`config.mk`:
```
export PLATFORM = sky130hd
export DESIGN_NAME = axis_frame_fifo
export DESIGN_NICKNAME = d
export VERILOG_FILES = /design/src/rtl/axis_frame_fifo.sv
export SDC_FILE = /design/constraint.sdc
export NUM_CORES = 1
export LEC_CHECK = 0
export CAP_MARGIN = 40
export CORE_UTILIZATION = 45
export CTS_BUF_LIST = sky130_fd_sc_hd__clkbuf_4
export DETAILED_ROUTE_END_ITERATION = 16
export HOLD_SLACK_MARGIN = 0.15
export PLACE_DENSITY = 0.72
export SYNTH_ARGS = -nofsm -noshare
export SYNTH_HDL_FRONTEND = slang
export SYNTH_SLANG_ARGS = --single-unit
export TNS_END_PERCENT = 30
```
`constraint.sdc`:
```
create_clock -name clk -period 7.78 [get_ports clk]
set_clock_uncertainty 0.15 [all_clocks]
set_input_delay 0.778 -clock clk [delete_from_list [all_inputs] [get_ports clk]]
set_output_delay 0.778 -clock clk [all_outputs]
set_load 0.1 [all_outputs]
```
`src/rtl/axis_frame_fifo.sv`:
```
// Store-and-forward AXI-Stream frame FIFO: frames become visible only once their
// last beat is stored, and frames that do not fit are dropped and counted.
module axis_frame_fifo #(
    parameter int DATA_WIDTH = 8,
    parameter int ADDR_WIDTH = 4,
    parameter int CNT_WIDTH  = 16
) (
    input  logic                  clk,
    input  logic                  rst_n,
    input  logic [DATA_WIDTH-1:0] s_tdata,
    input  logic                  s_tvalid,
    output logic                  s_tready,
    input  logic                  s_tlast,
    output logic [DATA_WIDTH-1:0] m_tdata,
    output logic                  m_tvalid,
    input  logic                  m_tready,
    output logic                  m_tlast,
    output logic [ADDR_WIDTH:0]   frame_cnt,
    output logic                  drop_pulse,
    output logic [CNT_WIDTH-1:0]  drop_cnt
);

    localparam int DEPTH = 2 ** ADDR_WIDTH;
    localparam logic [ADDR_WIDTH:0]  PTR_ONE   = {{ADDR_WIDTH{1'b0}}, 1'b1};
    localparam logic [ADDR_WIDTH:0]  FULL_DIFF = {1'b1, {ADDR_WIDTH{1'b0}}};
    localparam logic [CNT_WIDTH-1:0] CNT_ONE   = {{(CNT_WIDTH-1){1'b0}}, 1'b1};

    typedef enum logic {
        WRITE,
        DROP
    } state_t;

    logic [DATA_WIDTH:0] mem [DEPTH];
    logic [DATA_WIDTH:0] rd_entry;
    logic [ADDR_WIDTH:0] wr_ptr, wr_commit, rd_ptr;
    logic                full, accept, read, last_read;
    logic                write_beat, commit, rewind;
    state_t              state, state_next;

    // Ready follows reset directly: the FIFO never back-pressures, it drops instead.
    assign s_tready  = rst_n;
    assign accept    = s_tvalid && s_tready;
    assign full      = (wr_ptr - rd_ptr) == FULL_DIFF;

    assign rd_entry  = mem[rd_ptr[ADDR_WIDTH-1:0]];
    assign m_tvalid  = rst_n && (rd_ptr != wr_commit);
    assign m_tdata   = rd_entry[DATA_WIDTH-1:0];
    assign m_tlast   = rst_n && rd_entry[DATA_WIDTH];
    assign read      = m_tvalid && m_tready;
    assign last_read = read && m_tlast;

    always_comb begin
        state_next = state;
        write_beat = 1'b0;
        commit     = 1'b0;
        rewind     = 1'b0;
        drop_pulse = 1'b0;
        case (state)
            WRITE: begin
                if (accept) begin
                    if (!full) begin
                        write_beat = 1'b1;
                        commit     = s_tlast;
                    end else begin
                        // Rewinding to the last commit point discards the partial frame.
                        rewind = 1'b1;
                        if (s_tlast) begin
                            drop_pulse = 1'b1;
                        end else begin
                            state_next = DROP;
                        end
                    end
                end
            end
            DROP: begin
                if (accept && s_tlast) begin
                    drop_pulse = 1'b1;
                    state_next = WRITE;
                end
            end
        endcase
    end

    always_ff @(posedge clk or negedge rst_n) begin
        if (!rst_n) begin
            state     <= WRITE;
            wr_ptr    <= '0;
            wr_commit <= '0;
            rd_ptr    <= '0;
            frame_cnt <= '0;
            drop_cnt  <= '0;
        end else begin
            state <= state_next;
            if (write_beat) begin
                wr_ptr <= wr_ptr + PTR_ONE;
            end else if (rewind) begin
                wr_ptr <= wr_commit;
            end
            if (commit) begin
                wr_commit <= wr_ptr + PTR_ONE;
            end
            if (read) begin
                rd_ptr <= rd_ptr + PTR_ONE;
            end
            if (commit && !last_read) begin
                frame_cnt <= frame_cnt + PTR_ONE;
            end else if (!commit && last_read) begin
                frame_cnt <= frame_cnt - PTR_ONE;
            end
            if (drop_pulse && (drop_cnt != '1)) begin
                drop_cnt <= drop_cnt + CNT_ONE;
            end
        end
    end

    // Storage carries no reset; visibility is governed entirely by the pointers.
    always_ff @(posedge clk) begin
        if (write_beat) begin
            mem[wr_ptr[ADDR_WIDTH-1:0]] <= {s_tlast, s_tdata};
        end
    end

endmodule

```
==> results.md, run 1 <==
- The leakage power figure is 3.33 nW.
- Synthesis produced a netlist with a net count of between 500 and 600.
- The largest total area in the synthesized netlist belongs to edfxtp_1.
- The via count of the first global-routing pass was about 4600.
- The final critical-path share of the clock period is 59.9%.
- Of all nets on the critical path, the largest fanout is 17.
- After synthesis, the largest area contributor takes up 55.2% of total cell area.
- Port buffering added 45 buffers.
- The worst setup slack for register-to-register paths is 3.12 ns.
- The post-route setup TNS is 0 ns.
- The area of the core is 16800 µm².
- 0 antenna diodes ended up in the layout.
- The arrival time at the worst endpoint is 5.01 ns.
- The number of synthesized register bits is 181.
- The smallest clock period supported by the final layout is computed as 4.66 ns.
- The number of max-slew violations in the final report is 0.
- The netlist area before placement is 7840 µm².
- Global routing finished with a remaining overflow of 0.
- The number of antenna violations at the first check in global routing is 0.
- The number of cells on the worst reg-to-reg path is 15.
- Entering global routing, the biggest net connects 44 pins.
- The first-pass GRT wire length is 25500 µm.
- The floorplan step set the die height to 134 µm.
- The total number of clock tree sinks is around 180.
- The worst setup path is captured at a register.
- The number of synthesized flops with an enable pin is 144.
- The tree is rooted in a clkbuf_4.
- For the worst-skew pair, the clock arrives at the later sink with an insertion delay of about 0.57 ns.
- At the end of the flow, the number of nets in the layout was 590.
- The total number of placement rows is 47.
- The number of cells produced by synthesis is 484.
- The worst-margin pin slew is 0.638 ns.
- The longest clock path from root to sink contains 2 buffers.
- 46 I/O pins were placed.
- The final wirelength is roughly 16000 µm.
- The worst hold path terminates at drop_cnt[14].
- The die covers 17900 µm².
- Once the floorplan was initialized, standard cells occupied 46.6% of the core.
- The number of buffers created by CTS is 17.
- The run finished with clean final reports.
- The path type of the worst min-delay path is reg -> reg.
- Setup violations remaining at the end of the flow were counted as 0.
- Setup repair after global routing left no endpoint under its margin.
- The worst-case IR drop observed on VDD is 0.429 mV.
- For this run, the number of Yosys warnings is 0.
- Counting flops with an async set or reset pin after synthesis yields a share of 20.4%.
- The die is 134 µm wide.
- The tool flagged a number of max-cap violations equal to 0.
- The count of final hold-check violations is 0.
- The wire-length estimate of the detail-placed layout is 10400 µm.
- At the placement stage, the worst setup path has a slack of roughly 3.2 ns.
- At the end of routability-driven placement, the weighted congestion stood at just under 0.9.
- Counting instances, the worst hold path has a depth of 1.
- The number of different library cells in the post-synthesis netlist is between 40 and 50.
- TritonCTS built the clock tree.
- Relative to the synthesized area, the layout overhead comes to 18.0%.
- Dividing the synthesized area by the synthesized cell count gives 16.2 µm².
- The relative slew slack is 57.4%.
- The via count of the routed design is 4433.
- Dividing the detail-routed via count by the number of cells gives 5.58.
- Yosys attributes the largest share of cell area to edfxtp_1 (55%), dfrtp_1 (12%), mux4_2 (10%), nand2_1 (2.6%), xor2_1 (2.3%).
- In the final layout, the share of cells above drive strength 1 is roughly 22%.
- The final worst-path setup slack is 3.12 ns.
- Among all flip-flop cells after synthesis, the most frequent one is edfxtp_1.
- Global routing consumed, over all layers together, 19.2% of the routing resources.
- Derived from the worst setup path, the maximum achievable clock frequency is around 0.21 GHz.
- The deepest level of the CTS H-tree is 4.
- The residual antenna-violating net count after detailed routing is 0.
- The pre-antenna-repair detailed-routing pass consisted of 5 iterations.
- The kind of critical path is reg -> reg.
- The post-CTS clock slew at the launch and capture registers of the worst setup and hold paths is 0.15 ns.
- The startpoint of the worst register-to-register path is rd_ptr[3].
- For this block, the initial DRC count from the detailed router was roughly 280.
- The reg-to-reg critical path endpoint is frame_cnt[4].
- Dividing total power by cell area gives a power density of approximately 380 nW/µm².
- The element type at the critical path start is a register.
- Of the synthesized area, sequential elements account for 67.0%.
- At the worst endpoint, the required time is 8.13 ns.
- The startpoint of the most critical hold path is drop_cnt[14].
- The final routed DRC violation total is 0.
- Dividing the detail-routed wire length by the instance count gives 20.0 µm.
[critical path: stages (launching register included)]
cell and delay, ns:
dfrtp_1 0.69, inv_1 0.33, ha_1 0.39, and2_1 0.17, o2111a_1 0.27, a31oi_4 0.50, nand2_1 0.32, inv_1 0.12
ha_1 0.23, inv_1 0.10, ha_1 0.33, nor2b_1 0.15, o21a_1 0.18, or3_1 0.31, a21oi_1 0.19, xor2_1 0.15
[cell usage after synthesis (2+ instances only)]
master,n
edfxtp_1,144
nand2_1,54
dfrtp_1,37
mux4_2,36
xor2_1,21
and3_1,17
ha_1,14
nand3_1,13
inv_1,12
and2_1,11
nor3_1,11
xnor2_1,11
a31oi_1,10
clkbuf_1,9
nor2_1,8
o21ai_0,8
mux2_2,7
nor4_2,6
buf_2,5
buf_4,5
and4_1,4
buf_6,4
mux2i_1,4
nand4_1,3
nor2b_1,3
nor4_1,3
a21oi_1,2
buf_1,2
nor4b_1,2
o2bb2ai_1,2
or2_2,2
[layout by cell type (no fill, tap or decap), types with 4 or more instances in the layout]
| cell | Yosys | final |
|---|---|---|
| and3_1 | 17 | 17 |
| a31oi_1 | 10 | 10 |
| nand2_1 | 54 | 54 |
| dfrtp_1 | 37 | 36 |
| mux2i_1 | 4 | 4 |
| xnor2_1 | 11 | 11 |
| nor4_2 | 6 | 6 |
| and2_1 | 11 | 11 |
| xor2_1 | 21 | 21 |
| nor3_1 | 11 | 11 |
| edfxtp_1 | 144 | 144 |
| clkdlybuf4s50_1 | 0 | 44 |
| o21ai_0 | 8 | 8 |
| mux2_2 | 7 | 7 |
| mux4_2 | 36 | 36 |
| buf_4 | 5 | 5 |
| inv_1 | 12 | 12 |
| nand3_1 | 13 | 13 |
| buf_8 | 0 | 32 |
| clkbuf_4 | 0 | 18 |
| nor2_1 | 8 | 8 |
| ha_1 | 14 | 14 |
| and4_1 | 4 | 4 |
[where the power goes]
group / leakage (nW) / switching (mW) / total (mW) / internal, mW
registers: 1.77 / 0.122 / 1.27 / 1.14
logic: 1.42 / 1.01 / 1.69 / 0.680
clock network: 0.150 / 0.328 / 0.526 / 0.198
[final cells by class]
class / instances / area (µm²)
Clock buffer: 18 / 135
Clock inverter: 14 / 149
Fill cell: 1328 / 7570
Inverter: 12 / 45.0
Multi-Input combinational cell: 266 / 2390
Sequential cell: 181 / 5250
Tap cell: 220 / 275
Timing Repair Buffer: 84 / 1000
[flip-flops by register name (all words and copies together) (netlist names)]
register / count
rd_ptr: 5
wr_ptr: 5
wr_commit: 5
mem: 144
drop_cnt: 16
frame_cnt: 5
state: 1
[kinds of logic after synthesis]
| logic type | after synthesis | share of synthesized area, % |
|---|---|---|
| flip-flops | 181 | 67.0 |
| AO/OA/AOI/OAI | 30 | 2.65 |
| buffers and inverters | 37 | 2.47 |
| multiplexers | 47 | 11.9 |
| XOR/XNOR | 33 | 3.78 |
| AND/OR/NAND/NOR | 141 | 9.74 |
| adder cells (fa/ha/maj) | 15 | 2.49 |
[per-layer routing]
metal	share of wire, %	GRT usage [%]
met2	50	32.0
met1	44	25.3
met5	0	0
met4	1.5	6.38
met3	4.0	3.97
[how the worst max path moves through the flow]
stage                   start            to  slack (ns)  cells after the start
detailed placement  rd_ptr[3]  frame_cnt[4]        3.21                     15
CTS                 rd_ptr[3]  frame_cnt[4]        3.18                     15
global route        rd_ptr[3]  frame_cnt[4]        2.87                     15
finish              rd_ptr[3]  frame_cnt[4]        3.12                     15
floorplan           rd_ptr[2]    drop_pulse        3.60                     10
global placement    rd_ptr[3]  frame_cnt[4]        3.39                     15
[per-stage QoR]
stage               cells  power, mW  utilization (%)  hold slack, ns  instance area, µm²
floorplan             484       2.45                -           0.332                7840
global placement      729       2.74             50.2           0.332                8450
detailed placement    762       2.98             53.2           0.329                8950
CTS                   795       3.50             55.0           0.354                9250
global route          795       3.64             55.0           0.365                9250
finish                795       3.48             55.0           0.351                9250
[timing repair]
| action | in CTS | in global routing |
|---|---|---|
| setup buffers | 0 | 0 |
| hold buffers | 1 | 0 |
| gates resized for setup | 0 | 0 |
| hold endpoints to repair | 28 | 0 |
No activity file was read; power rests on OpenSTA's default activity.
==> run 2: changes to the inputs <==
clock period = 4.3 ns   (was 7.78 ns; I/O delays follow)
==> results.md, run 2 (synthesized netlist as in run 1, its figures left out) <==
- The run finished with clean final reports.
- The final routed wire length divided by cell count is 20.3 µm.
- The achievable clock frequency is 0.262 GHz.
- The relative slew slack is 56.8%.
- The worst hold path belongs to the class in -> async.
- The maximum fanout along the worst path is 12.
- The path depth of the worst reg2reg path is 16.
- The number of buffers created by CTS is 17.
- Dividing the detail-routed via count by the number of cells gives roughly 5.6.
- The peak supply drop is 0.426 mV.
- The share of final-layout standard cells stronger than drive strength 1 is a little under a quarter.
- The first-pass detailed-route iteration total is 4.
- The layout net count is between 500 and 600.
- The worst register-to-register path begins at rd_ptr[3].
- The register with the most flip-flops in the layout has roughly 140 of them.
- The final critical-path share of the clock period is 88.9%.
- STA classifies the critical path endpoint as a register.
- The count of final hold-check violations came to 0.
- Across the run, the number of max-cap violations was 0.
- Traced cell by cell, the critical path runs through buf_4 > inv_1 > ha_1 > and2_1 > o2111a_1 > a31oi_4 > nand2_1 > inv_1 > ha_1 > inv_1 > ha_1 > nor2b_1 > o21a_1 > or3_1 > a21oi_1 > xor2_1.
- The H-tree was split into 4 levels.
- The logic depth of the worst setup path including buffers is 16.
- The detail route stage leaves a number of antenna-violating nets equal to 0.
- The TritonCTS clock tree is done.
- The multi-input logic area is 2390 µm².
- The via count of the routed design is 4393.
- The number of antenna violations at the first check in global routing is 1.
- The reg-to-reg critical path endpoint is frame_cnt[4].
- Setup violations remaining at the end of the flow were counted as 0.
- Summed over all cells, the static leakage comes to between 3 and 4 nW.
- The post-CTS clock slew at the launch and capture registers of the worst setup and hold paths is 0.14 ns.
- The total number of clock tree sinks is 181.
- The clock period could shrink to 3.82 ns.
- The starting DRC count in detailed routing is 403.
- After floorplanning, the core was divided into 47 placement rows.
- Global routing used between 10% and 20% of the available tracks.
- The area of all placed cells without fillers is ~9100 µm².
- The final layout contains routed wiring with a total length of 16000 µm.
- The die area is 17900 µm².
- Setup repair after global routing left no endpoint under its margin.
- The post-CTS setup buffer count is 0.
- The placement-stage worst setup slack is 0.542 ns.
- The HPWL reported at the end of detailed placement is 10300 µm.
- The post-route setup TNS is 0 ns.
- Relative to the synthesized area, the layout overhead comes to 16.0%.
- The final routed DRC violation total is 0.
- In this run the vertical extent of the chip is about 130 µm.
- The worst-margin pin slew is 0.642 ns.
- For the worst setup path, the data required time is 4.63 ns.
- After filler insertion, the fill cell instance count of the layout stands at about 1400.
- In this run the deepest clock path goes through 2 buffers.
- The library cells used most frequently in the layout, excluding fill and tap cells, are edfxtp_1 (144), nand2_1 (54), mux4_2 (36), dfrtp_1 (36), clkdlybuf4s50_1 (33).
- The later-pin clock latency in the skew report is approximately 0.55 ns.
- The pin count of the biggest net entering global routing is 31.
- In the post-route analysis, the smallest setup slack over all paths is 0.479 ns.
- The I/O pin total is 46.
- The share of the core filled with cells is 54.0%.
- The via count of the first global-routing pass is 4625.
- On the worst path, the slowest cell contributes a delay of 0.35 ns.
- The kind of critical path is reg -> reg.
- Global routing finished with a remaining overflow of 0.
- For this configuration, the core starts out at a cell density of 46.6%.
- Summing all placed instances gives a cell area of 8830 µm².
- The number of max-slew violations in the final report is 0.
- Power spread over the standard cell area amounts to 657 nW/µm².
- The critical path starts at rd_ptr[3].
- Among all stages on the critical path, the largest delay is contributed by dfrtp_1.
- Leaving out fill and tap cells, the most frequent cell in the layout is edfxtp_1.
- The die boundary width is 134 µm.
- The element type at the critical path start is a register.
- The first-pass GRT wire length is 25400 µm.
- Broken down by cell family, the worst path's largest delay share belongs to adder cells.
- The core region is 16800 µm².
- The count of input and output buffers is 45.
- At the worst endpoint, the arrival time is 4.15 ns.
- Registers take between 5000 and 6000 µm².
- The routability-driven placement congestion ratio is just under 0.9.
- The worst setup slack for register-to-register paths is between 0.4 and 0.5 ns.
- The buffering stage count on the worst path with inverters included is 4.
- CTS placed an instance of clkbuf_4 at the clock tree root.
==> run 2: cell types whose count changed in the layout (fill, tap and decap cells not counted), sizes merged <==
cell	before	now
buf	39	47
diode	0	1
clkinvlp	2	1
clkdlybuf4s50	44	33
clkinv	5	6
inv	17	16
bufinv	2	1
==> run 2: layout make-up <==
type / count / area share, %
clock buffers: 18 / 1.49
multi-input cells: 266 / 26.3
inverters: 12 / 0.496
diodes: 1 / 0.0275
well taps: 220 / 3.03
clock inverters: 12 / 1.16
repair buffers: 81 / 9.69
flip-flops and latches: 181 / 57.8
==> run 2: worst max-delay path by stage <==
stage	endpoint	slack (ns)
floorplan	frame_cnt[4]	0.28
global placement	frame_cnt[4]	0.67
detailed placement	frame_cnt[4]	0.54
CTS	frame_cnt[4]	0.50
global route	frame_cnt[4]	0.34
finish	frame_cnt[4]	0.48
==> run 2: layer usage <==
metal / track usage, % / up-vias / routed length (µm)
li1: - / 1996 / -
met1: 24.7 / 2245 / 6430
met2: 32.5 / 131 / 8270
met3: 4.12 / 21 / 1040
met4: 6.38 / 0 / 282
met5: 0 / - / 0
==> run 2: report_power, final <==
group	leakage, nW	internal (mW)	switching, mW
Sequential	1.77	2.07	0.184
Combinational	1.39	1.04	1.83
Clock	0.133	0.289	0.560
==> run 2: repair_timing <==
action                                 CTS  global route
setup endpoints to repair                0             0
hold buffers                             1             0
resized for setup                        0             0
endpoints found under the hold margin   37             0
==> run 2: tightest hold or removal path, cell delays in order <==
cell and delay, ns:
dlygate4sd3_1 0.53, buf_2 0.14, buf_4 0.27
==> run 2: per-stage QoR <==
step                      std cells  hold WS [ns]  total power, mW
after floorplan                 484       -0.0156             4.43
after global placement          737         0.310             4.99
after detailed placement        759         0.311             5.19
after CTS                       790         0.212             6.03
after global routing            791         0.232             6.26
final                           791         0.281             5.97
